$ cat src/rtl/gnt_pkg.sv
// Shared constants and FIFO occupancy encoding for the grant-steered data mux.
package gnt_pkg;

  localparam int unsigned NPORTS = 4;
  localparam int unsigned SRC_W  = 2;

  typedef enum logic [1:0] {
    EMPTY = 2'd0,
    ONE   = 2'd1,
    FULL  = 2'd2
  } occ_e;

endpackage

$ cat src/rtl/gnt_fifo2.sv
// Two-entry FIFO whose head entry is held in the output register, so rdata never
// depends combinationally on wdata.
module gnt_fifo2
  import gnt_pkg::*;
#(
  parameter int unsigned W = 10
) (
  input  logic         clk,
  input  logic         rst_n,
  input  logic         push,
  input  logic [W-1:0] wdata,
  input  logic         rd_rdy,
  output logic         full_c,
  output logic [W-1:0] rdata,
  output logic         rvld
);

  occ_e         state, state_nxt;
  logic [W-1:0] tail, tail_nxt, rdata_nxt;
  logic         rvld_nxt;
  logic         pop;

  assign pop    = rvld & rd_rdy;
  assign full_c = (state == FULL);

  always_ff @(posedge clk or negedge rst_n) begin
    if (!rst_n) begin
      state <= EMPTY;
      rdata <= '0;
      tail  <= '0;
      rvld  <= 1'b0;
    end else begin
      state <= state_nxt;
      rdata <= rdata_nxt;
      tail  <= tail_nxt;
      rvld  <= rvld_nxt;
    end
  end

  // Head lives in rdata; tail only holds the second entry while FULL.
  always_comb begin
    state_nxt = state;
    rdata_nxt = rdata;
    tail_nxt  = tail;
    rvld_nxt  = 1'b0;
    unique case (state)
      EMPTY: begin
        if (push) begin
          state_nxt = ONE;
          rdata_nxt = wdata;
        end
      end
      ONE: begin
        case ({push, pop})
          2'b10: begin
            state_nxt = FULL;
            tail_nxt  = wdata;
          end
          2'b01: state_nxt = EMPTY;
          2'b11: rdata_nxt = wdata;
          default: ;
        endcase
      end
      FULL: begin
        if (pop) begin
          state_nxt = ONE;
          rdata_nxt = tail;
        end
      end
      default: state_nxt = EMPTY;
    endcase
    rvld_nxt = (state_nxt != EMPTY);
  end

endmodule

$ cat src/rtl/gnt_data_mux.sv
// Grant-steered 4:1 data mux feeding a 2-entry output FIFO.
// Define GNT_ONEHOT_CHK_EN to block multi-grant cycles and raise a sticky gnt_err.
module gnt_data_mux
  import gnt_pkg::*;
#(
  parameter int unsigned DW = 8
) (
  input  logic          clk,
  input  logic          rst,
  input  logic          gnt3,
  input  logic          gnt2,
  input  logic          gnt1,
  input  logic          gnt0,
  input  logic          vld3,
  input  logic          vld2,
  input  logic          vld1,
  input  logic          vld0,
  input  logic [DW-1:0] din3,
  input  logic [DW-1:0] din2,
  input  logic [DW-1:0] din1,
  input  logic [DW-1:0] din0,
  output logic          rdy3,
  output logic          rdy2,
  output logic          rdy1,
  output logic          rdy0,
  output logic [DW-1:0] dout,
  output logic [1:0]    dout_src,
  output logic          dout_vld,
  input  logic          dout_rdy,
  output logic          gnt_err
);

  localparam int unsigned W = DW + SRC_W;

  logic [NPORTS-1:0] gnt, vld, sel, rdy;
  logic [DW-1:0]     din [NPORTS];
  logic [SRC_W-1:0]  wsrc;
  logic [DW-1:0]     wdat;
  logic [W-1:0]      rdata;
  logic              full_c, push;

  assign gnt    = {gnt3, gnt2, gnt1, gnt0};
  assign vld    = {vld3, vld2, vld1, vld0};
  assign din[0] = din0;
  assign din[1] = din1;
  assign din[2] = din2;
  assign din[3] = din3;

`ifdef GNT_ONEHOT_CHK_EN
  logic multi;
  logic err_q;

  assign multi = |(gnt & (gnt - NPORTS'(1)));
  assign sel   = multi ? '0 : gnt;

  always_ff @(posedge clk or negedge rst) begin
    if (!rst)       err_q <= 1'b0;
    else if (multi) err_q <= 1'b1;
  end

  assign gnt_err = err_q;
`else
  // Isolate the lowest set grant bit.
  assign sel     = gnt & (~gnt + NPORTS'(1));
  assign gnt_err = 1'b0;
`endif

  // rdy is gated by rst so requesters see no accept while reset is held.
  assign rdy  = sel & {NPORTS{~full_c & rst}};
  assign push = |(rdy & vld);
  assign {rdy3, rdy2, rdy1, rdy0} = rdy;

  always_comb begin
    wsrc = '0;
    wdat = '0;
    for (int i = 0; i < NPORTS; i++) begin
      if (sel[i]) begin
        wsrc = SRC_W'(i);
        wdat = din[i];
      end
    end
  end

  gnt_fifo2 #(
    .W (W)
  ) u_fifo (
    .clk    (clk),
    .rst_n  (rst),
    .push   (push),
    .wdata  ({wsrc, wdat}),
    .rd_rdy (dout_rdy),
    .full_c (full_c),
    .rdata  (rdata),
    .rvld   (dout_vld)
  );

  assign dout     = rdata[DW-1:0];
  assign dout_src = rdata[W-1:DW];

endmodule
$ cat config.mk
export PLATFORM = sky130hd
export DESIGN_NAME = gnt_data_mux
export DESIGN_NICKNAME = d
export VERILOG_FILES = /design/src/rtl/gnt_pkg.sv /design/src/rtl/gnt_fifo2.sv /design/src/rtl/gnt_data_mux.sv
export SDC_FILE = /design/constraint.sdc
export NUM_CORES = 1
export LEC_CHECK = 0
export BUFFER_PORTS_ARGS = -buffer_cell sky130_fd_sc_hd__buf_2
export CAP_MARGIN = 20
export CORE_UTILIZATION = 51
export CTS_CLUSTER_DIAMETER = 100
export DETAILED_ROUTE_END_ITERATION = 12
export PLACE_DENSITY_LB_ADDON = 0.2
export SYNTH_ARGS = -nofsm -noshare
export SYNTH_HDL_FRONTEND = slang
export SYNTH_SLANG_ARGS = --single-unit
export TNS_END_PERCENT = 100
$ cat constraint.sdc
create_clock -name clk -period 4.78 [get_ports clk]
set_input_delay 0.478 -clock clk [delete_from_list [all_inputs] [get_ports clk]]
set_output_delay 0.478 -clock clk [all_outputs]
set_load 0.01 [all_outputs]
Word level (Yosys, flattened, before mapping) --
Index checks and enable logic that the tools add are counted.
Operators by class: bitwise gates (word level) 7, divide/modulo/power cells 0, shifts and indexed selects 0, multiplexer cells 15, multiply operators 0, equality and inequality tests 8, order comparisons 0, add/sub/neg operators 1, reduce and logical (&&, ||, !) cells 6
Operators by type and width (count):
- $mux W8 | 4
- $mux W10 | 3
- $pmux W10 S3 | 1
- $and A4 B4 Y4 | 3
- $mux W2 | 4
- $eq A2 B2 Y1 const B | 3
- $ne A2 B1 Y1 const B | 3
- $pmux W2 S3 | 1
- $add A4 B1 Y4 const B | 1
- $eq A2 B1 Y1 const B | 2
- $not A4 Y4 | 1
- $pmux W2 S2 | 1
- $reduce_and A4 Y1 | 1
- $reduce_or A4 Y1 | 1
- $reduce_bool A3 Y1 | 1
- $and A1 B1 Y1 | 2
- $logic_not A2 Y1 | 1
- $reduce_and A2 Y1 | 1
- $reduce_bool A2 Y1 | 1
- $mux W1 | 1
- $not A1 Y1 | 1
Storage, ports and cells: input port bits 43, output and inout bits 16, register bits 23, logic and storage cells 41, memory bits (writable) 0, memories kept 0, latch bits 0, memory bits (read-only) 0

Depth between registers and ports, before layout --
Gate-level depths: netlist of run 1.
depth after elaboration 10, mapped depth 11, gate-level depth less buffers 9

Hierarchy --
From an unflattened synthesis of run 1, not the netlist that was laid out.
Unflattened totals: cell total of the unflattened synthesis 127, area total of the unflattened synthesis 1412.6 um2
By module, submodules not included:
- gnt_fifo2 | area each 1064.8 um2, cells each 71, sequential area each 575.6 um2, instances 1
- gnt_data_mux | area each 347.8 um2, cells each 56, sequential area each 0.0 um2, instances 1

Worst setup path before layout of run 1 --
OpenSTA, ideal clock, no wires.
path type in2reg, from in gnt0, to reg u_fifo.rdata[0], cell stages on the path 10, path buffers 1, arrival 2.301 ns, required time 4.655 ns, setup time 0.125 ns, setup slack 2.354 ns, cells stage by stage buf_6 -> nor4b_2 -> and2_1 -> o21bai_1 -> inv_1 -> ha_1 -> mux2i_1 -> o22ai_1 -> o41ai_4 -> mux2_2
Between the ends: longest elaborated chain between the ends 9, elaborated cells between the ends (all ways) 17, classes of those cells add/sub: 1; eq/ne: 3; mux: 7; bitwise: 4; reduce/logical: 2
RTL lines:
- start, declared | line gnt_data_mux.sv:13 | input logic gnt0,
- $not A4 Y4 | line gnt_data_mux.sv:64 | assign sel = gnt & (~gnt + NPORTS'(1));
- $add A4 B1 Y4 | line gnt_data_mux.sv:64
- $and A4 B4 Y4 * | line gnt_data_mux.sv:64
- $and A4 B4 Y4 or $mux W8 (tied branches) | line gnt_data_mux.sv:69, gnt_data_mux.sv:77
- $and A4 B4 Y4 or $mux W8 (tied branches) | line gnt_data_mux.sv:70, gnt_data_mux.sv:77
- $reduce_or A4 Y1 or $mux W8 (tied branches) | line gnt_data_mux.sv:70, gnt_data_mux.sv:77
- $eq A2 B2 Y1 or $mux W8 (tied branches) | line gnt_fifo2.sv:54, gnt_data_mux.sv:77
- $ne A2 B1 Y1 (no line), or another cell as far along
- $reduce_and A4 Y1 (no line) or $pmux W10 S3 (tied branches)
- end signal, assigned | line gnt_fifo2.sv:34 | rdata <= rdata_nxt;
- end, declared | line gnt_fifo2.sv:14 | output logic [W-1:0] rdata,
Every way passes the cells marked *; elsewhere a longest branch is shown, timed or not. The select of a mux whose other input is x is not followed. A chain may end at the register's enable or synchronous reset.

Worst setup path after layout of run 1 --
from reg u_fifo.state[0], to reg u_fifo.rdata[1]
Between the ends: longest elaborated chain between the ends 9, elaborated cells between the ends (all ways) 15, classes of those cells eq/ne: 6; mux: 1; bitwise: 4; reduce/logical: 4
RTL lines:
- start, declared | line gnt_fifo2.sv:18 | occ_e state, state_nxt;
- start signal, assigned | line gnt_fifo2.sv:33 | state <= state_nxt;
- $eq A2 B2 Y1 | line gnt_fifo2.sv:24, gnt_fifo2.sv:46
- $not A1 Y1 | line gnt_data_mux.sv:69 | assign rdy = sel & {NPORTS{~full_c & rst}};
- $and A1 B1 Y1 | line gnt_data_mux.sv:69
- $and A4 B4 Y4 | line gnt_data_mux.sv:69
- $and A4 B4 Y4 | line gnt_data_mux.sv:70 | assign push = |(rdy & vld);
- $reduce_or A4 Y1 | line gnt_data_mux.sv:70
- $eq A2 B2 Y1 | line gnt_fifo2.sv:54 | case ({push, pop})
- $ne A2 B1 Y1 (no line)
- $reduce_and A4 Y1 (no line)
Several ways; a longest one is shown, not always the timed one.

==> results by group, run 1 <==
CTS
  • CTS H-tree lvls: 1
  • Post-cts gate resize count: 0
  • CTS Buf Count: 3
  • Clk pin slew, worst setup/hold paths: 0.13 ns
  • Clock Latency Late Sink: 0.32 ns
  • CTS tree: done
  • # hold bufs at CTS: 0
  • Worst-case clock buffer depth: 2
  • Root Buffer: clkbuf_4
  • Clk sinks: 23
  • Post-CTS setup buffer count: 0

Placement
  • Dpl hpwl: 2740 µm
  • Routability Congestion: 0.821
  • Inst Count DP: 230
  • I/O Buffers: 57

Logic synthesis
  • Async set or reset register ratio after synthesis: 1.00
  • Synth unique cells: 34
  • Synth Flop Type: dfrtp_1
  • Syn. warnings: 0
  • Synth Cell Area: ~1400 µm²
  • Post-Syn Nets: ~200
  • Synth Instances: 156
  • Register area share after synthesis: 0.404
  • Syn_area_per_cell: 9.13 µm²
  • Number of flops mapped to enable cells by yosys: 0
  • Synthesized flop and latch total: 23

Pwr
  • Net switching power: 294 µW
  • Combinational cell fraction of total power: 0.427
  • Flop pwr share: 0.449
  • Sw Share: 0.384
  • P_leak: between 0.0008 and 0.0009 µW
  • Maximum VDD drop: 313 µV
  • Internal: 470 µW
  • Final Total Pwr: 764 µW
  • Clk pwr share: 0.124
  • Pwr Density: 445 nW/µm²

Final layout
  • Fillers: 235
  • ANT cells: 0
  • Syn-to-layout area delta: 20.5%
  • Post-Layout Cell Count: 234
  • Most common library cell in the layout ignoring fill and taps: buf_2
  • Layout cells sized above 1: 0.348
  • Final #Nets: 250
  • Final core occ: 0.668
  • Most frequent cells in the layout: buf_2, dfrtp_1, nand2_1, a21oi_1, o21ai_0

Status
  • Status: completed

Global route
  • First-pass GRT wire length: 5560 µm
  • Initial antenna violation count: 0
  • GRT Overall Usage: 0.267
  • Vias in the first global route: between 1000 and 1500
  • Largest net degree at the start of global routing: 27
  • GRT overflow: 0

Drt
  • Wirelength per Cell: 15.6 µm
  • Vias: 1434
  • First-pass DRT Iterations: 4
  • Post-Route WL: 3660 µm
  • Number of nets with antenna violations after routing: 0
  • Via/cell ratio: 6.13
  • DRT iter0 DRCs: 47
  • DRC: 0

Floorplan
  • Chip width: approximately 55 µm
  • Core area: ~2600 µm²
  • Initial Util: 0.555
  • Die area: approximately 3000 µm²
  • Die H: 54.8 µm
  • # rows: 18
  • I/O pins: 59

STA
  • Crit share post-route: 0.589
  • Worst Tran Pin Value: 0.868 ns
  • Max_slew headroom: 0.420
  • Setup TNS: 0 ns
  • Worst clock skew: 0.00476 ns
  • Final Hold Vio Count: 0
  • FMAX: ~0.36 GHz
  • Tmin final: 2.81 ns
  • Setup violators final: 0
  • Max-slew violations: 0
  • Worst Hold Slack: 0.127 ns
  • RSZ-0062 raised after global routing: no

Job
  • MaxCap Viol Count: 0

Setup path
  • Reg2Reg Launch Point: u_fifo.state[0]
  • CP endpoint kind: flip-flop
  • Crit Path Category: reg -> reg
  • Startpoint Class: flip-flop
  • CP max FO: 18
  • Data required, critical path: 5.00 ns
  • CP arrival: slightly above 3 ns
  • CP Launch Point: u_fifo.state[0]

Hold path
  • Hold Crit Class: in -> async
state kept, by name, summed over array words and instances (netlist names):
register and cells:
u_fifo.rdata 10, u_fifo.tail 10, u_fifo.state 2, u_fifo.rvld 1
cell type report:
class / instances / area (µm²) / area share
well taps: 30 / 37.5 / 0.0219
repair buffers: 58 / 293 / 0.171
clock buffers: 4 / 26.3 / 0.0153
inverters: 6 / 22.5 / 0.0131
multi-input cells: 113 / 761 / 0.443
flip-flops and latches: 23 / 576 / 0.336
metrics by stage:
stage	setup WS, ns	area, µm²
after global routing	1.74	1720
after floorplan	2.35	1420
after detailed placement	2.01	1690
final	1.97	1720
after CTS	1.99	1720
after global placement	2.18	1690
final timing paths:
| kind | endpoint | slack [ns] | cells after the start |
|---|---|---|---|
| setup / recovery | u_fifo.rdata[1] | 1.97 | 9 |
| hold / removal | u_fifo.rdata[2] | 0.13 | 1 |
| setup reg to reg | u_fifo.rdata[1] | 1.97 | 9 |
| hold reg to reg | u_fifo.tail[9] | 0.50 | 2 |
| max in group asynchronous | u_fifo.tail[9] | 4.28 | 1 |
| min in group clk | u_fifo.tail[1] | 0.46 | 3 |
cells in the mapped netlist (all sizes together) (6+ instances only):
master  count  share of area
a21oi      15          0.053
clkbuf      9          0.024
dfrtp      23           0.40
inv         6          0.016
mux2        7          0.055
nand2      19          0.050
nand3b      9          0.047
nor2        8          0.021
o21ai      10          0.035
critical path, cell delays in order, from the launching register on:
cell and delay (ns):
dfrtp_1 0.51, nand2b_1 0.56, nand2_1 0.22, o21bai_1 0.25, inv_1 0.12, ha_1 0.15
mux2i_1 0.07, o22ai_1 0.26, o41ai_4 0.25, mux2_2 0.33
logic make-up (layout without fill, tap and decap cells):
| logic type | Yosys count | in the layout | synth area share |
|---|---|---|---|
| AOI/OAI and AO/OA | 56 | 56 | 0.274 |
| adders and majority gates | 2 | 2 | 0.0176 |
| buffers and inverters | 20 | 68 | 0.0615 |
| DFF | 23 | 23 | 0.404 |
| muxes | 11 | 11 | 0.0835 |
| other | 1 | 1 | 0.00263 |
| and+or+nand+nor | 43 | 43 | 0.156 |
power groups by stage:
stage	Clock (µW)	Sequential, µW	Combinational (µW)
finish	94.9	343	326
global route	102	357	361
CTS	94.8	343	327
detailed placement	0	347	328
global placement	0	340	317
floorplan	0	352	208
layer usage:
layer	up-vias	wire, µm	GRT usage
met5	-	0	0
met4	0	40	0.0940
met3	4	291	0.0389
met2	79	1730	0.446
met1	674	1600	0.344
li1	677	-	-
Note: power is estimated with default switching activity, not from simulation.
==> run 2, diff against run 1 <==
--- a/config.mk
+++ b/config.mk
@@ -5,9 +5,10 @@
 export SDC_FILE = /design/constraint.sdc
 export NUM_CORES = 1
 export LEC_CHECK = 0
+export ABC_AREA = 1
 export BUFFER_PORTS_ARGS = -buffer_cell sky130_fd_sc_hd__buf_2
 export CAP_MARGIN = 20
-export CORE_UTILIZATION = 51
+export CORE_UTILIZATION = 48
 export CTS_CLUSTER_DIAMETER = 100
 export DETAILED_ROUTE_END_ITERATION = 12
 export PLACE_DENSITY_LB_ADDON = 0.2
==> constraint.sdc (replaced) <==
create_clock -name clk -period 2.9 [get_ports clk]
set_input_delay 0.29 -clock clk [delete_from_list [all_inputs] [get_ports clk]]
set_output_delay 0.29 -clock clk [all_outputs]
set_load 0.01 [all_outputs]
==> run 2 against run 1 <==
- the run now ends with design-rule violations left
- global-route usage fell by 4.9 points
- via count grew 5.4%
- clock power increased by 54%
- critical path depth increased by 5
- register-to-register slack worse by 1.5 ns
- fmax grew 15%
- wire length down 15%
- non-clock buffer count is 2 higher
- total power grew 56%
- first-iteration DRC count increased by 53%
- cell area is 4.4% higher
- critical endpoint is now u_fifo.rdata[7]
==> results by group, run 2 <==
Placement
  • Dpl hpwl: 2540 µm (-7.3%)
  • Routability Congestion: 0.808 (-1.5%)
  • I/O Buffers: 57 (unchanged)

Floorplan
  • # rows: 19 (+1)
  • Die area: 3270 µm² (+8.6%)
  • Chip width: 57.2 µm (+4.2%)
  • I/O pins: 59 (unchanged)
  • Core area: 2830 µm² (+10%)
  • Initial Util: 0.516 (-0.0384)
  • Die H: 57.2 µm (+4.2%)

Final layout
  • Most common library cell in the layout ignoring fill and taps: nand2_1
  • Final #Nets: 331 (+32%)
  • Syn-to-layout area delta: 22.6%
  • Layout cells sized above 1: 0.256 (-0.0919)
  • Top Registers: u_fifo.rdata x10, u_fifo.tail x10, u_fifo.state x2
  • ANT cells: 0 (unchanged)
  • Most frequent cells in the layout: nand2_1, buf_2, dfrtp_1, inv_1, nand3_1

Pwr
  • Maximum VDD drop: 531 µV (+70%)
  • Pwr Density: 664 nW/µm² (+49%)
  • P_leak: 0.00112 µW (+37%)

CTS
  • CTS Buf Count: 3 (unchanged)
  • Clk sinks: 23 (unchanged)
  • Clk pin slew, worst setup/hold paths: 0.12 ns (about the same)
  • Clock Latency Late Sink: 0.31 ns (about the same)
  • CTS H-tree lvls: 1 (unchanged)
  • Post-cts gate resize count: 0 (unchanged)
  • Post-CTS setup buffer count: 0 (unchanged)
  • Root Buffer: clkbuf_4
  • Worst-case clock buffer depth: 2 (unchanged)
  • CTS tree: done

Setup path
  • Reg2Reg Launch Point: u_fifo.state[0]
  • CP arrival: 2.66 ns (-0.38 ns)
  • End of the worst register-to-register path: u_fifo.rdata[7]
  • CP endpoint kind: flip-flop
  • Data required, critical path: 3.12 ns (-1.88 ns)
  • Crit path to: u_fifo.rdata[7]
  • Startpoint Class: flip-flop
  • Reg2Reg Depth: 14 (+5)
  • Crit Path Category: reg -> reg
  • CP Launch Point: u_fifo.state[0]
  • CP max FO: 13 (-5)
  • R2R setup slack: 0.46 ns (-1.51 ns)

STA
  • Setup violators final: 0 (unchanged)
  • Worst Hold Slack: 0.308 ns (+0.182 ns)
  • Setup TNS: 0 ns (unchanged)
  • FMAX: 0.409 GHz (+15%)
  • Crit share post-route: 0.842 (+0.254)
  • RSZ-0062 raised after global routing: no
  • Max-slew violations: 0 (unchanged)
  • Worst clock skew: 0.00631 ns (+0.00155 ns)
  • Final Hold Vio Count: 0 (unchanged)
  • Tmin final: 2.44 ns (-0.370 ns)

Global route
  • Largest net degree at the start of global routing: 16 (-41%)
  • First-pass GRT wire length: 5660 µm (+1.7%)
  • Initial antenna violation count: 0 (unchanged)
  • Vias in the first global route: 1429 (+14%)
  • GRT overflow: 0 (unchanged)
  • GRT Overall Usage: 0.217 (-0.0491)

Logic synthesis
  • Synth unique cells: 23 (-32%)
  • Post-synth top cells: nand2_1, dfrtp_1, inv_1
  • Syn. warnings: 0 (unchanged)
  • Syn_area_per_cell: 6.40 µm² (-30%)
  • Synth Instances: 228 (+46%)
  • Synth Cell Area: 1460 µm² (+2.5%)
  • Synthesized flop and latch total: 23 (unchanged)
  • Number of flops mapped to enable cells by yosys: 0 (unchanged)
  • Synth Flop Type: dfrtp_1
  • Synth top area share: 0.394 (-0.0100)
  • Register area share after synthesis: 0.394 (-0.0100)
  • Synth top area cells: dfrtp_1, nand2_1, nand3_1, inv_1, nor2_1
  • Most frequent cell after synthesis: nand2_1
  • Async set or reset register ratio after synthesis: 1.00 (unchanged)
  • Post-Syn Nets: 273 (+36%)
  • Dominant cell type by area after synthesis: dfrtp_1

Status
  • Failing checks: design-rule violations
  • Status: finished with violations

Drt
  • Vias: 1512 (+5.4%)
  • Via/cell ratio: 4.78 (-22%)
  • First-pass DRT Iterations: 9 (+5)
  • Wirelength per Cell: 9.88 µm (-37%)
  • DRC: 3 (+3)
  • DRT iter0 DRCs: 72 (+53%)
  • Post-Route WL: 3120 µm (-15%)
  • Number of nets with antenna violations after routing: 0 (unchanged)

Hold path
  • Hold Crit Class: in -> reg
  • Hold Path Depth: 5

Job
  • MaxCap Viol Count: 0 (unchanged)
-- run 2: changes by cell type after synthesis, moves of 5 or more --
cell,before,now
mux2_2,7,0
o22ai_1,5,0
nand3_1,0,18
inv_1,5,22
a21oi_1,15,0
nand2_1,19,121
a31oi_1,5,0
clkbuf_1,9,2
o2bb2ai_1,5,0
nand3b_1,9,1
a41oi_1,5,0
-- run 2: how the worst min path moves through the flow --
stage / from / to / slack [ns]
4_1_cts: din3[7] / u_fifo.tail[7] / 0.30
2_1_floorplan: rst / u_fifo.rdata[0] / -0.006
3_3_place_gp: rst / u_fifo.state[1] / 0.16
3_5_place_dp: rst / u_fifo.state[1] / 0.16
6_report: din3[7] / u_fifo.tail[7] / 0.31
5_1_grt: din3[5] / u_fifo.tail[5] / 0.32
-- run 2: cells by family after synthesis --
kind of cell / synth area share
and+or+nand+nor: 0.459
buffers and inverters: 0.0960
other: 0.00257
adders and majority gates: 0.0171
AOI/OAI and AO/OA: 0.0309
DFF: 0.394
-- run 2: final cells by class --
cell class / count / area, µm²
clock buffers: 3 / 22.5
multi-input cells: 173 / 744
inverters: 25 / 93.8
fillers: 285 / 1040
clock inverters: 1 / 5.00
repair buffers: 60 / 310
well taps: 31 / 38.8
flip-flops and latches: 23 / 576
-- run 2: per-stage QoR --
stage                     instance area, µm²  power (µW)  setup WS (ns)  cells   util
after global placement                  1750        1040          0.503    311  0.620
after detailed placement                1750        1050          0.478    311  0.620
after CTS                               1790        1200          0.440    316  0.633
after global routing                    1790        1310          0.118    316  0.633
final                                   1790        1190          0.457    316  0.633
after floorplan                         1460         898           1.17    228      -
-- run 2: power by group --
group | leakage (µW) | internal (µW) | switching (µW)
clock | 0.0000177 | 51.5 | 94.2
sequential | 0.000294 | 465 | 70.4
combinational | 0.000812 | 191 | 317
total | 0.00112 | 708 | 481
-- run 2: critical path, cell delays in order, from the launching register on --
cell and delay (ns):
dfrtp_1 0.40, inv_1 0.07, nand2_1 0.33, nand2_2 0.15
nor3_1 0.19, nor2_1 0.09, nand2_1 0.12, ha_1 0.15
inv_1 0.03, o21ai_0 0.15, nand2_1 0.07, inv_1 0.24
nand2_2 0.19, nand2_1 0.11, nand2_1 0.05
-- run 2: layer usage --
layer  up-vias  share of wire  GRT usage
li1        803              -          -
met1       672           0.45      0.275
met2        35           0.50      0.378
met3         2          0.048     0.0567
met4         0         0.0032     0.0418
met5         -              0          0
-- run 2: repair_timing --
action                                 CTS  global route
endpoints found under the hold margin    8             0
setup endpoints to repair                0             0
hold buffers                             1             0
